===== src/rtl/alu_share_arbiter_if.sv =====
// alu_share_arbiter_if: request, response and ALU-side signal bundle for alu_share_arbiter.
interface alu_share_arbiter_if #(parameter int DATA_W = 32);
    logic              req0_valid, req0_ready, req1_valid, req1_ready;
    logic [DATA_W-1:0] req0_a, req0_b, req1_a, req1_b;
    logic [3:0]        req0_op, req1_op;
    logic              rsp0_valid, rsp0_ready, rsp1_valid, rsp1_ready;
    logic [DATA_W-1:0] rsp_result;
    logic              rsp_zero, rsp_err;
    logic [DATA_W-1:0] alu_a, alu_b, alu_result;
    logic [3:0]        alu_ctrl;
    logic              alu_zero;
    modport slave (
        input  req0_valid, req0_a, req0_b, req0_op, req1_valid, req1_a, req1_b, req1_op,
        input  rsp0_ready, rsp1_ready, alu_result, alu_zero,
        output req0_ready, req1_ready, rsp0_valid, rsp1_valid, rsp_result, rsp_zero, rsp_err,
        output alu_a, alu_b, alu_ctrl
    );
    modport master (
        output req0_valid, req0_a, req0_b, req0_op, req1_valid, req1_a, req1_b, req1_op,
        output rsp0_ready, rsp1_ready, alu_result, alu_zero,
        input  req0_ready, req1_ready, rsp0_valid, rsp1_valid, rsp_result, rsp_zero, rsp_err,
        input  alu_a, alu_b, alu_ctrl
    );
endinterface


===== src/rtl/alu_share_arbiter.sv =====
// alu_share_arbiter: shares one external ALU between execute (port 0) and branch unit (port 1).
module alu_share_arbiter #(
    parameter int DATA_W = 32,
    parameter bit RR_EN  = 1'b1
) (
    input logic                clk,
    input logic                reset,
    alu_share_arbiter_if.slave bus
);
    typedef enum logic [1:0] {IDLE, EXEC, RESP} state_t;
    state_t            state_q, state_d;
    logic              last_q, last_d, grant_q, grant_d, zero_q, zero_d, err_q, err_d;
    logic [DATA_W-1:0] a_q, a_d, b_q, b_d, res_q, res_d;
    logic [3:0]        op_q, op_d;
    logic              gnt, idle, hs;
    // Tie goes to the port that was not served last; a lone requester always wins.
    assign gnt  = (bus.req0_valid && bus.req1_valid) ? (RR_EN ? ~last_q : 1'b0) : ~bus.req0_valid;
    assign idle = (state_q == IDLE) && !reset;
    assign hs   = grant_q ? bus.rsp1_ready : bus.rsp0_ready;
    assign bus.req0_ready = idle && bus.req0_valid && !gnt;
    assign bus.req1_ready = idle && bus.req1_valid && gnt;
    assign bus.rsp0_valid = (state_q == RESP) && !grant_q;
    assign bus.rsp1_valid = (state_q == RESP) && grant_q;
    assign bus.rsp_result = res_q;
    assign bus.rsp_zero   = zero_q;
    assign bus.rsp_err    = err_q;
    assign bus.alu_a      = a_q;
    assign bus.alu_b      = b_q;
    assign bus.alu_ctrl   = op_q;
    always_comb begin
        state_d = state_q;
        last_d  = last_q;
        grant_d = grant_q;
        a_d     = a_q;
        b_d     = b_q;
        op_d    = op_q;
        res_d   = res_q;
        zero_d  = zero_q;
        err_d   = err_q;
        if (bus.req0_ready || bus.req1_ready) begin
            grant_d = gnt;
            a_d     = gnt ? bus.req1_a : bus.req0_a;
            b_d     = gnt ? bus.req1_b : bus.req0_b;
            op_d    = gnt ? bus.req1_op : bus.req0_op;
            state_d = EXEC;
        end
        if (state_q == EXEC) begin
            res_d   = bus.alu_result;
            zero_d  = bus.alu_zero;
            err_d   = !(op_q inside {4'b0010, 4'b0110});
            state_d = RESP;
        end
        if (state_q == RESP && hs) begin
            last_d  = grant_q;
            state_d = IDLE;
        end
    end
    always_ff @(posedge clk or posedge reset) begin
        if (reset) begin
            state_q <= IDLE;
            last_q  <= 1'b1;
            grant_q <= 1'b0;
            a_q     <= '0;
            b_q     <= '0;
            op_q    <= '0;
            res_q   <= '0;
            zero_q  <= 1'b0;
            err_q   <= 1'b0;
        end else begin
            state_q <= state_d;
            last_q  <= last_d;
            grant_q <= grant_d;
            a_q     <= a_d;
            b_q     <= b_d;
            op_q    <= op_d;
            res_q   <= res_d;
            zero_q  <= zero_d;
            err_q   <= err_d;
        end
    end
endmodule

===== src/flat_wrapper.sv =====
// flat-port wrapper written by rule: the top's interface ports become plain ports
module alu_share_arbiter_flat 
#(
    parameter int DATA_W = 32,
    parameter bit RR_EN  = 1'b1
)
  (clk, reset, bus_req0_valid, bus_req0_a, bus_req0_b, bus_req0_op, bus_req1_valid, bus_req1_a, bus_req1_b, bus_req1_op, bus_rsp0_ready, bus_rsp1_ready, bus_alu_result, bus_alu_zero, bus_req0_ready, bus_req1_ready, bus_rsp0_valid, bus_rsp1_valid, bus_rsp_result, bus_rsp_zero, bus_rsp_err, bus_alu_a, bus_alu_b, bus_alu_ctrl);
  alu_share_arbiter_if #(.DATA_W(DATA_W)) bus_i ();
  input logic clk;
  input logic reset;
  input wire logic [$bits(bus_i.req0_valid)-1:0] bus_req0_valid;
  input wire logic [$bits(bus_i.req0_a)-1:0] bus_req0_a;
  input wire logic [$bits(bus_i.req0_b)-1:0] bus_req0_b;
  input wire logic [$bits(bus_i.req0_op)-1:0] bus_req0_op;
  input wire logic [$bits(bus_i.req1_valid)-1:0] bus_req1_valid;
  input wire logic [$bits(bus_i.req1_a)-1:0] bus_req1_a;
  input wire logic [$bits(bus_i.req1_b)-1:0] bus_req1_b;
  input wire logic [$bits(bus_i.req1_op)-1:0] bus_req1_op;
  input wire logic [$bits(bus_i.rsp0_ready)-1:0] bus_rsp0_ready;
  input wire logic [$bits(bus_i.rsp1_ready)-1:0] bus_rsp1_ready;
  input wire logic [$bits(bus_i.alu_result)-1:0] bus_alu_result;
  input wire logic [$bits(bus_i.alu_zero)-1:0] bus_alu_zero;
  output wire logic [$bits(bus_i.req0_ready)-1:0] bus_req0_ready;
  output wire logic [$bits(bus_i.req1_ready)-1:0] bus_req1_ready;
  output wire logic [$bits(bus_i.rsp0_valid)-1:0] bus_rsp0_valid;
  output wire logic [$bits(bus_i.rsp1_valid)-1:0] bus_rsp1_valid;
  output wire logic [$bits(bus_i.rsp_result)-1:0] bus_rsp_result;
  output wire logic [$bits(bus_i.rsp_zero)-1:0] bus_rsp_zero;
  output wire logic [$bits(bus_i.rsp_err)-1:0] bus_rsp_err;
  output wire logic [$bits(bus_i.alu_a)-1:0] bus_alu_a;
  output wire logic [$bits(bus_i.alu_b)-1:0] bus_alu_b;
  output wire logic [$bits(bus_i.alu_ctrl)-1:0] bus_alu_ctrl;
  assign bus_i.req0_valid = bus_req0_valid;
  assign bus_i.req0_a = bus_req0_a;
  assign bus_i.req0_b = bus_req0_b;
  assign bus_i.req0_op = bus_req0_op;
  assign bus_i.req1_valid = bus_req1_valid;
  assign bus_i.req1_a = bus_req1_a;
  assign bus_i.req1_b = bus_req1_b;
  assign bus_i.req1_op = bus_req1_op;
  assign bus_i.rsp0_ready = bus_rsp0_ready;
  assign bus_i.rsp1_ready = bus_rsp1_ready;
  assign bus_i.alu_result = bus_alu_result;
  assign bus_i.alu_zero = bus_alu_zero;
  assign bus_req0_ready = bus_i.req0_ready;
  assign bus_req1_ready = bus_i.req1_ready;
  assign bus_rsp0_valid = bus_i.rsp0_valid;
  assign bus_rsp1_valid = bus_i.rsp1_valid;
  assign bus_rsp_result = bus_i.rsp_result;
  assign bus_rsp_zero = bus_i.rsp_zero;
  assign bus_rsp_err = bus_i.rsp_err;
  assign bus_alu_a = bus_i.alu_a;
  assign bus_alu_b = bus_i.alu_b;
  assign bus_alu_ctrl = bus_i.alu_ctrl;
  alu_share_arbiter #(.DATA_W(DATA_W), .RR_EN(RR_EN)) u_core (.clk(clk), .reset(reset), .bus(bus_i));
endmodule

===== config.mk =====
export PLATFORM = sky130hd
export DESIGN_NAME = alu_share_arbiter_flat
export DESIGN_NICKNAME = d
export VERILOG_FILES = /design/src/rtl/alu_share_arbiter_if.sv /design/src/rtl/alu_share_arbiter.sv /design/src/flat_wrapper.sv
export SDC_FILE = /design/constraint.sdc
export NUM_CORES = 1
export LEC_CHECK = 0
export BUFFER_PORTS_ARGS = -buffer_cell sky130_fd_sc_hd__buf_2
export CAP_MARGIN = 20
export CELL_PAD_IN_SITES_DETAIL_PLACEMENT = 1
export CELL_PAD_IN_SITES_GLOBAL_PLACEMENT = 2
export CORE_MARGIN = 2
export CORE_UTILIZATION = 27
export CTS_BUF_LIST = sky130_fd_sc_hd__clkbuf_4
export DETAILED_ROUTE_END_ITERATION = 16
export PLACE_DENSITY_LB_ADDON = 0.1
export SLEW_MARGIN = 10
export SYNTH_ARGS = -nofsm -noshare
export SYNTH_HDL_FRONTEND = slang
export SYNTH_SLANG_ARGS = --single-unit

===== constraint.sdc =====
create_clock -name clk -period 4.7 [get_ports clk]
set_input_delay 0.705 -clock clk [delete_from_list [all_inputs] [get_ports clk]]
set_output_delay 0.705 -clock clk [all_outputs]
set_load 0.01 [all_outputs]

==> results of run 1 <==
==> how the worst max path moves through the flow <==
| stage | from | to | slack (ns) |
|---|---|---|---|
| 2_1_floorplan | reset | u_core.bus.alu_a[0]$_DFFE_PP0P_ | 1.21 |
| 6_report | u_core.state_q[1]$_DFFE_PP0P_ | bus_req0_ready | 1.68 |
| 4_1_cts | u_core.state_q[1]$_DFFE_PP0P_ | bus_req0_ready | 1.57 |
| 3_3_place_gp | reset | bus_req0_ready | 1.83 |
| 5_1_grt | u_core.state_q[1]$_DFFE_PP0P_ | bus_req0_ready | 1.45 |
| 3_5_place_dp | reset | bus_req0_ready | 1.80 |
==> logic make-up (layout without fill, tap and decap cells) <==
family / count (synthesis) / count (layout)
AOI/OAI and AO/OA: 144 / 144
DFF: 106 / 106
other: 0 / 2
and+or+nand+nor: 10 / 10
buffers and inverters: 44 / 306
muxes: 34 / 34
==> flip-flops by register name, indices dropped and copies added, names as in the netlist <==
name and cells:
u_core.bus.rsp_result 32, u_core.bus.rsp_err 1, u_core.state_q 2, u_core.bus.rsp_zero 1, u_core.bus.alu_ctrl 4, u_core.last_q 1
u_core.grant_q 1, u_core.bus.alu_b 32, u_core.bus.alu_a 32
==> worst max-delay path, delay by kind of cell, from the launching register on <==
| family | cells | cell delay (ns) |
|---|---|---|
| buffers and inverters | 2 | 0.81 |
| DFF | 1 | 0.49 |
| and+or+nand+nor | 2 | 0.56 |
==> report_power, final <==
part           leakage (nW)  internal, mW  switching, mW
clock network        0.0612         0.111          0.297
registers              1.18          1.36          0.263
logic                  1.64         0.866          0.929
==> layer usage <==
metal | global-route usage [%] | vias up | part of all wire (%) | wire (um)
met1 | 19.60 | 2011 | 39 | 6074
li1 | - | 1889 | - | -
met4 | 4.386 | 2 | 1.0 | 157
met5 | 0 | - | 0.071 | 11
met2 | 29.78 | 171 | 50 | 7678
met3 | 6.456 | 12 | 9.8 | 1516
==> cells in the final DEF (no fill, tap or decap), types with 3 or more instances in the layout <==
master,n
buf_2,280
dfrtp_1,105
o32ai_1,68
a2bb2oi_1,59
mux2_1,33
clkbuf_4,10
a2bb2oi_2,9
buf_4,7
a21o_1,3
==> stage by stage <==
step / setup slack, ns / utilization (%) / hold WS (ns)
finish: 1.681 / 37.82 / 0.4456
global route: 1.453 / 37.80 / 0.3991
CTS: 1.572 / 37.79 / 0.3982
detailed placement: 1.798 / 37.13 / 0.4641
global placement: 1.833 / 37.01 / 0.4617
floorplan: 1.208 / - / 0.5179
==> final cells by class <==
| cell class | count | area [um^2] | area share, % |
|---|---|---|---|
| clock inverters | 6 | 33.78 | 0.5368 |
| flip-flops and latches | 106 | 2654 | 42.17 |
| repair buffers | 288 | 1474 | 23.42 |
| multi-input cells | 188 | 1767 | 28.07 |
| clock buffers | 10 | 75.07 | 1.193 |
| diodes | 2 | 5.005 | 0.07952 |
| inverters | 2 | 10.01 | 0.1590 |
| well taps | 220 | 275.3 | 4.374 |
==> metrics.txt, run 1 <==
Worst EP arrival=2.31 ns; relative slew slack=43.90%; Post-CTS Setup Inserts=0; clk sink count=about 110; 1st-pass router iterations=5; fin area=about 6300 um^2; syn_area_per_cell=13.65 um^2; area grow syn2layout=36.43%; vias per cell=about 5; register area share after synthesis=57.53%; final hold violation count=0; placed cell count=804; CP Launch Type=flop; async set-reset flop share out of synthesis=100.0%; setup violators final=0; total power draw=3.824 mW; timing-limited maximum frequency=between 300 and 400 MHz; Die W=134.7 um; hpwl dp=11.33 mm; Cell Area, Synth=4613 um^2; Yosys reg bits=106; Slowest cell on crit path=buf_4; # resized after CTS=0; pwr/cell area=~600 nW/um^2; layout cells sized above 1=between 50% and 60%; Post-synth EDFFs=0; Adder-Cell Fraction of Synth Area=0%; Synth Instances=338; Distinct cells, synth=25; Peak VDD IR=0.0002074 V; CTS tree=built; Final period util=approximately 64%; Critical Path RT=3.99 ns; setup TNS=0 ns; clock skew=about 0.013 ns; die area=18,150 um^2; Starting DRT DRC Count=99; Row Count=47; initial antenna violation count=2; status=complete, no violations; worst r2r src=u_core.last_q$_DFFE_PP1P_; CP peak stage delay=between 0.6 and 0.7 ns; clock root cell=clkbuf_4; multiplexer share of the synthesized area=about 8.3%; Synth Flop Type=dfrtp_1; hold buffers post-CTS=0; Crit Path Max Fanout=70; Top Ports=281; HP Class=input port to asynchronous set/reset pin; crit path cell chain=nor3_4, buf_4, nor3b_1, buf_2; top-count cell post-synth=dfrtp_1; Final nets=770; Worst-Margin Slew=0.8415 ns; Crit Path Category=flop to output pin; Synth Area in Compound Gates=between 20% and 30%; largest area contributor in the synthesized netlist=dfrtp_1; Max clock buf depth=2; Max Transition Viols Final=0; RSZ-0062 raised after global routing=no; yosys warns=0; Max-Cap Viols=0; post-synth top area share=about 57%; post-layout minimum cycle time=3.019 ns; main combinational cell family by area after synthesis=compound AO/OA/AOI/OAI gates; worst r2r path cells=4; fill count=1,920; global-route wire length before repair=24.09 mm; placed inst area=6180 um^2; largest net degree at the start of global routing=just over 70; Detailed Route WL=15.44 mm; vias in the first global route=4,409; Initial Util=27.72%; ranking of synthesized cells by area=dfrtp_1 57%, o32ai_1 13%, a2bb2oi_1 11%; Global Route Usage Sum=17.03%; die height=between 100 and 150 um; CTS clk-pin slew, worst paths=0.16 ns; wire per inst=18.78 um; reg2reg end=u_core.bus.alu_ctrl[0]$_DFFE_PP0P_; H-tree levels=3; worst skew pair latency=0.45 ns; Synth Area in Simple Gates=under 10%; most common library cells after synthesis=105 x dfrtp_1, 68 x o32ai_1, 59 x a2bb2oi_1; final non-filler cell total=822; Final ANT Viol Nets=0; critical path endpoint category=output pin; IO Port Bufs=280; drc violations=0; vias after detailed routing=4,085; core area=between 15,000 and 20,000 um^2; Synthesized Nets=513; FF-to-FF setup slack=about 2.6 ns; CTS Buf Count=9; Congestion Overflow GR=0; Leak Pwr=2.882 nW; gpl congestion=between 0.6 and 0.7; Synth Area in XOR/XNOR=0%
Note: power is estimated with default switching activity, not from simulation.
==> run 2, diff against run 1 <==
--- a/config.mk
+++ b/config.mk
@@ -10,7 +10,7 @@
 export CELL_PAD_IN_SITES_DETAIL_PLACEMENT = 1
 export CELL_PAD_IN_SITES_GLOBAL_PLACEMENT = 2
 export CORE_MARGIN = 2
-export CORE_UTILIZATION = 27
+export CORE_UTILIZATION = 24
 export CTS_BUF_LIST = sky130_fd_sc_hd__clkbuf_4
 export DETAILED_ROUTE_END_ITERATION = 16
 export PLACE_DENSITY_LB_ADDON = 0.1
==> constraint.sdc (replaced) <==
create_clock -name clk -period 2.58 [get_ports clk]
set_input_delay 0.387 -clock clk [delete_from_list [all_inputs] [get_ports clk]]
set_output_delay 0.387 -clock clk [all_outputs]
set_load 0.01 [all_outputs]
==> run 2 against run 1 <==
  * Global-route usage shrank 0.92 points
  * Flip-flop and latch count did not move
  * Critical path depth grew 1
  * Utilization down 3.6 points
  * Hold slack got worse by 0.34 ns
  * Combinational power increased by 83%
  * First-iteration DRC count grew 16%
  * Worst setup slack worse by 1.2 ns
  * Clock power rose by 140%
==> metrics.txt, run 2 (same netlist as run 1, synthesis figures left out) <==
status=complete, no violations; Top Ports=~280; die area=20,350 um^2; Final nets=approximately 780; vias per cell=4.929; relative slew slack=46.83%; clk sink count=106; pwr/cell area=1126 nW/um^2; CTS Buf Count=9; grt met2 use=27.40%; setup TNS=0 ns; commonest cells after routing, fill and taps aside=280 x buf_2, 105 x dfrtp_1, 68 x o32ai_1; sequential cell area=about 2700 um^2; Congestion Overflow GR=0; die height=142.6 um; final hold violation count=0; Critical Path RT=2.19 ns; largest net degree at the start of global routing=70; global-route wire length before repair=roughly 25 mm; Die W=142.6 um; Final ANT Viol Nets=0; post-layout minimum cycle time=2.115 ns; Initial Util=24.58%; layout cells sized above 1=53.39%; HP Class=input port to flop; initial antenna violation count=4; RSZ-0062 raised after global routing=no; wire per inst=20.03 um; vias in the first global route=roughly 4.5k; Peak VDD IR=about 0.00043 V; IO Port Bufs=280; clock root cell=clkbuf_4; met3 usage=about 6.9%; final non-filler cell total=between 800 and 900; area grow syn2layout=39.25%; fill count=2,161; critical path endpoint category=output pin; timing-limited maximum frequency=472.9 MHz; 1st-pass router iterations=4; Max-Cap Viols=0; Max clock buf depth=2; Detailed Route WL=16.85 mm; gpl congestion=0.7615; Post-CTS Setup Inserts=0; area of the multi-input gates=1767 um^2; Final period util=81.96%; worst skew pair latency=0.47 ns; Global Route Usage Sum=approximately 16%; Max Transition Viols Final=0; global routing's busiest layer=met2; setup violators final=0; H-tree levels=3; CP Launch Type=input port; CTS tree=built; placed cell count=just over 800; Crit Path Max Fanout=4; hpwl dp=12.12 mm; Row Count=50; CTS clk-pin slew, worst paths=~0.18 ns; total power draw=7.232 mW; met1 GRT Util=18.29%; clock skew=around 0.019 ns; Worst-Margin Slew=between 0.7 and 0.8 ns; drc violations=0; core area=18,770 um^2; Worst EP arrival=approximately 1.7 ns; Leak Pwr=2.930 nW; Crit Path Category=input port to output pin; vias after detailed routing=4,145; commonest non-fill, non-tap cell in the layout=buf_2; Starting DRT DRC Count=around 120
==> run 2: final timing paths <==
path / from / end / slack [ns] / depth (start not counted)
min: bus_alu_result[29] / u_core.bus.rsp_result[29]$_DFFE_PP0N_ / 0.10 / 2
min in group asynchronous: reset / u_core.bus.alu_a[15]$_DFFE_PP0P_ / 0.48 / 3
max in group asynchronous: reset / u_core.bus.alu_b[0]$_DFFE_PP0P_ / 1.48 / 4
max: reset / bus_req0_ready / 0.47 / 5
max reg2reg: u_core.last_q$_DFFE_PP1P_ / u_core.bus.alu_b[13]$_DFFE_PP0P_ / 0.87 / 4
min reg2reg: u_core.bus.rsp_result[28]$_DFFE_PP0N_ / u_core.bus.rsp_result[28]$_DFFE_PP0N_ / 0.50 / 1
==> run 2: final cells by class <==
| cell class | instances | area share, % |
|---|---|---|
| antenna | 2 | 0.07791 |
| clock buffer | 9 | 1.052 |
| clock inverter | 7 | 1.558 |
| inverter | 2 | 0.1753 |
| multi-input combinational | 188 | 27.50 |
| sequential | 106 | 41.31 |
| tap | 234 | 4.558 |
| timing repair buffer | 293 | 23.76 |
==> run 2: through the flow <==
stage          util [%]  instance area (um^2)  hold WS (ns)  setup slack, ns
2_1_floorplan         -                  4617        0.5179           0.8094
3_3_place_gp      33.25                  6241        0.4359           0.8389
3_5_place_dp      33.25                  6241        0.4463           0.8203
4_1_cts           34.20                  6419       0.03106           0.3752
5_1_grt           34.23                  6424       0.04918           0.2700
6_report          34.23                  6424        0.1042           0.4654
==> run 2: power by group <==
group | internal, mW | leakage (nW) | switching (mW)
Clock | 0.402 | 0.0861 | 0.593
Sequential | 2.47 | 1.18 | 0.490
Combinational | 1.59 | 1.66 | 1.69
==> run 2: routing by layer <==
| metal | part of all wire (%) | vias up | wire length (um) |
|---|---|---|---|
| li1 | - | 1904 | - |
| met1 | 39 | 2057 | 6590 |
| met2 | 50 | 162 | 8354 |
| met3 | 9.2 | 18 | 1556 |
| met4 | 1.9 | 4 | 312 |
| met5 | 0.20 | - | 33 |
==> run 2: timing repair <==
action / in CTS / in global routing
hold endpoints to repair: 13 / 0
hold buffers: 1 / 0
gates resized for setup: 0 / 0
==> run 2: worst max-delay path, cell delays in order <==
cell	delay (ns)
dlygate4sd3_1	0.54
buf_2	0.16
nor3_4	0.17
nor3b_1	0.28
buf_2	0.19
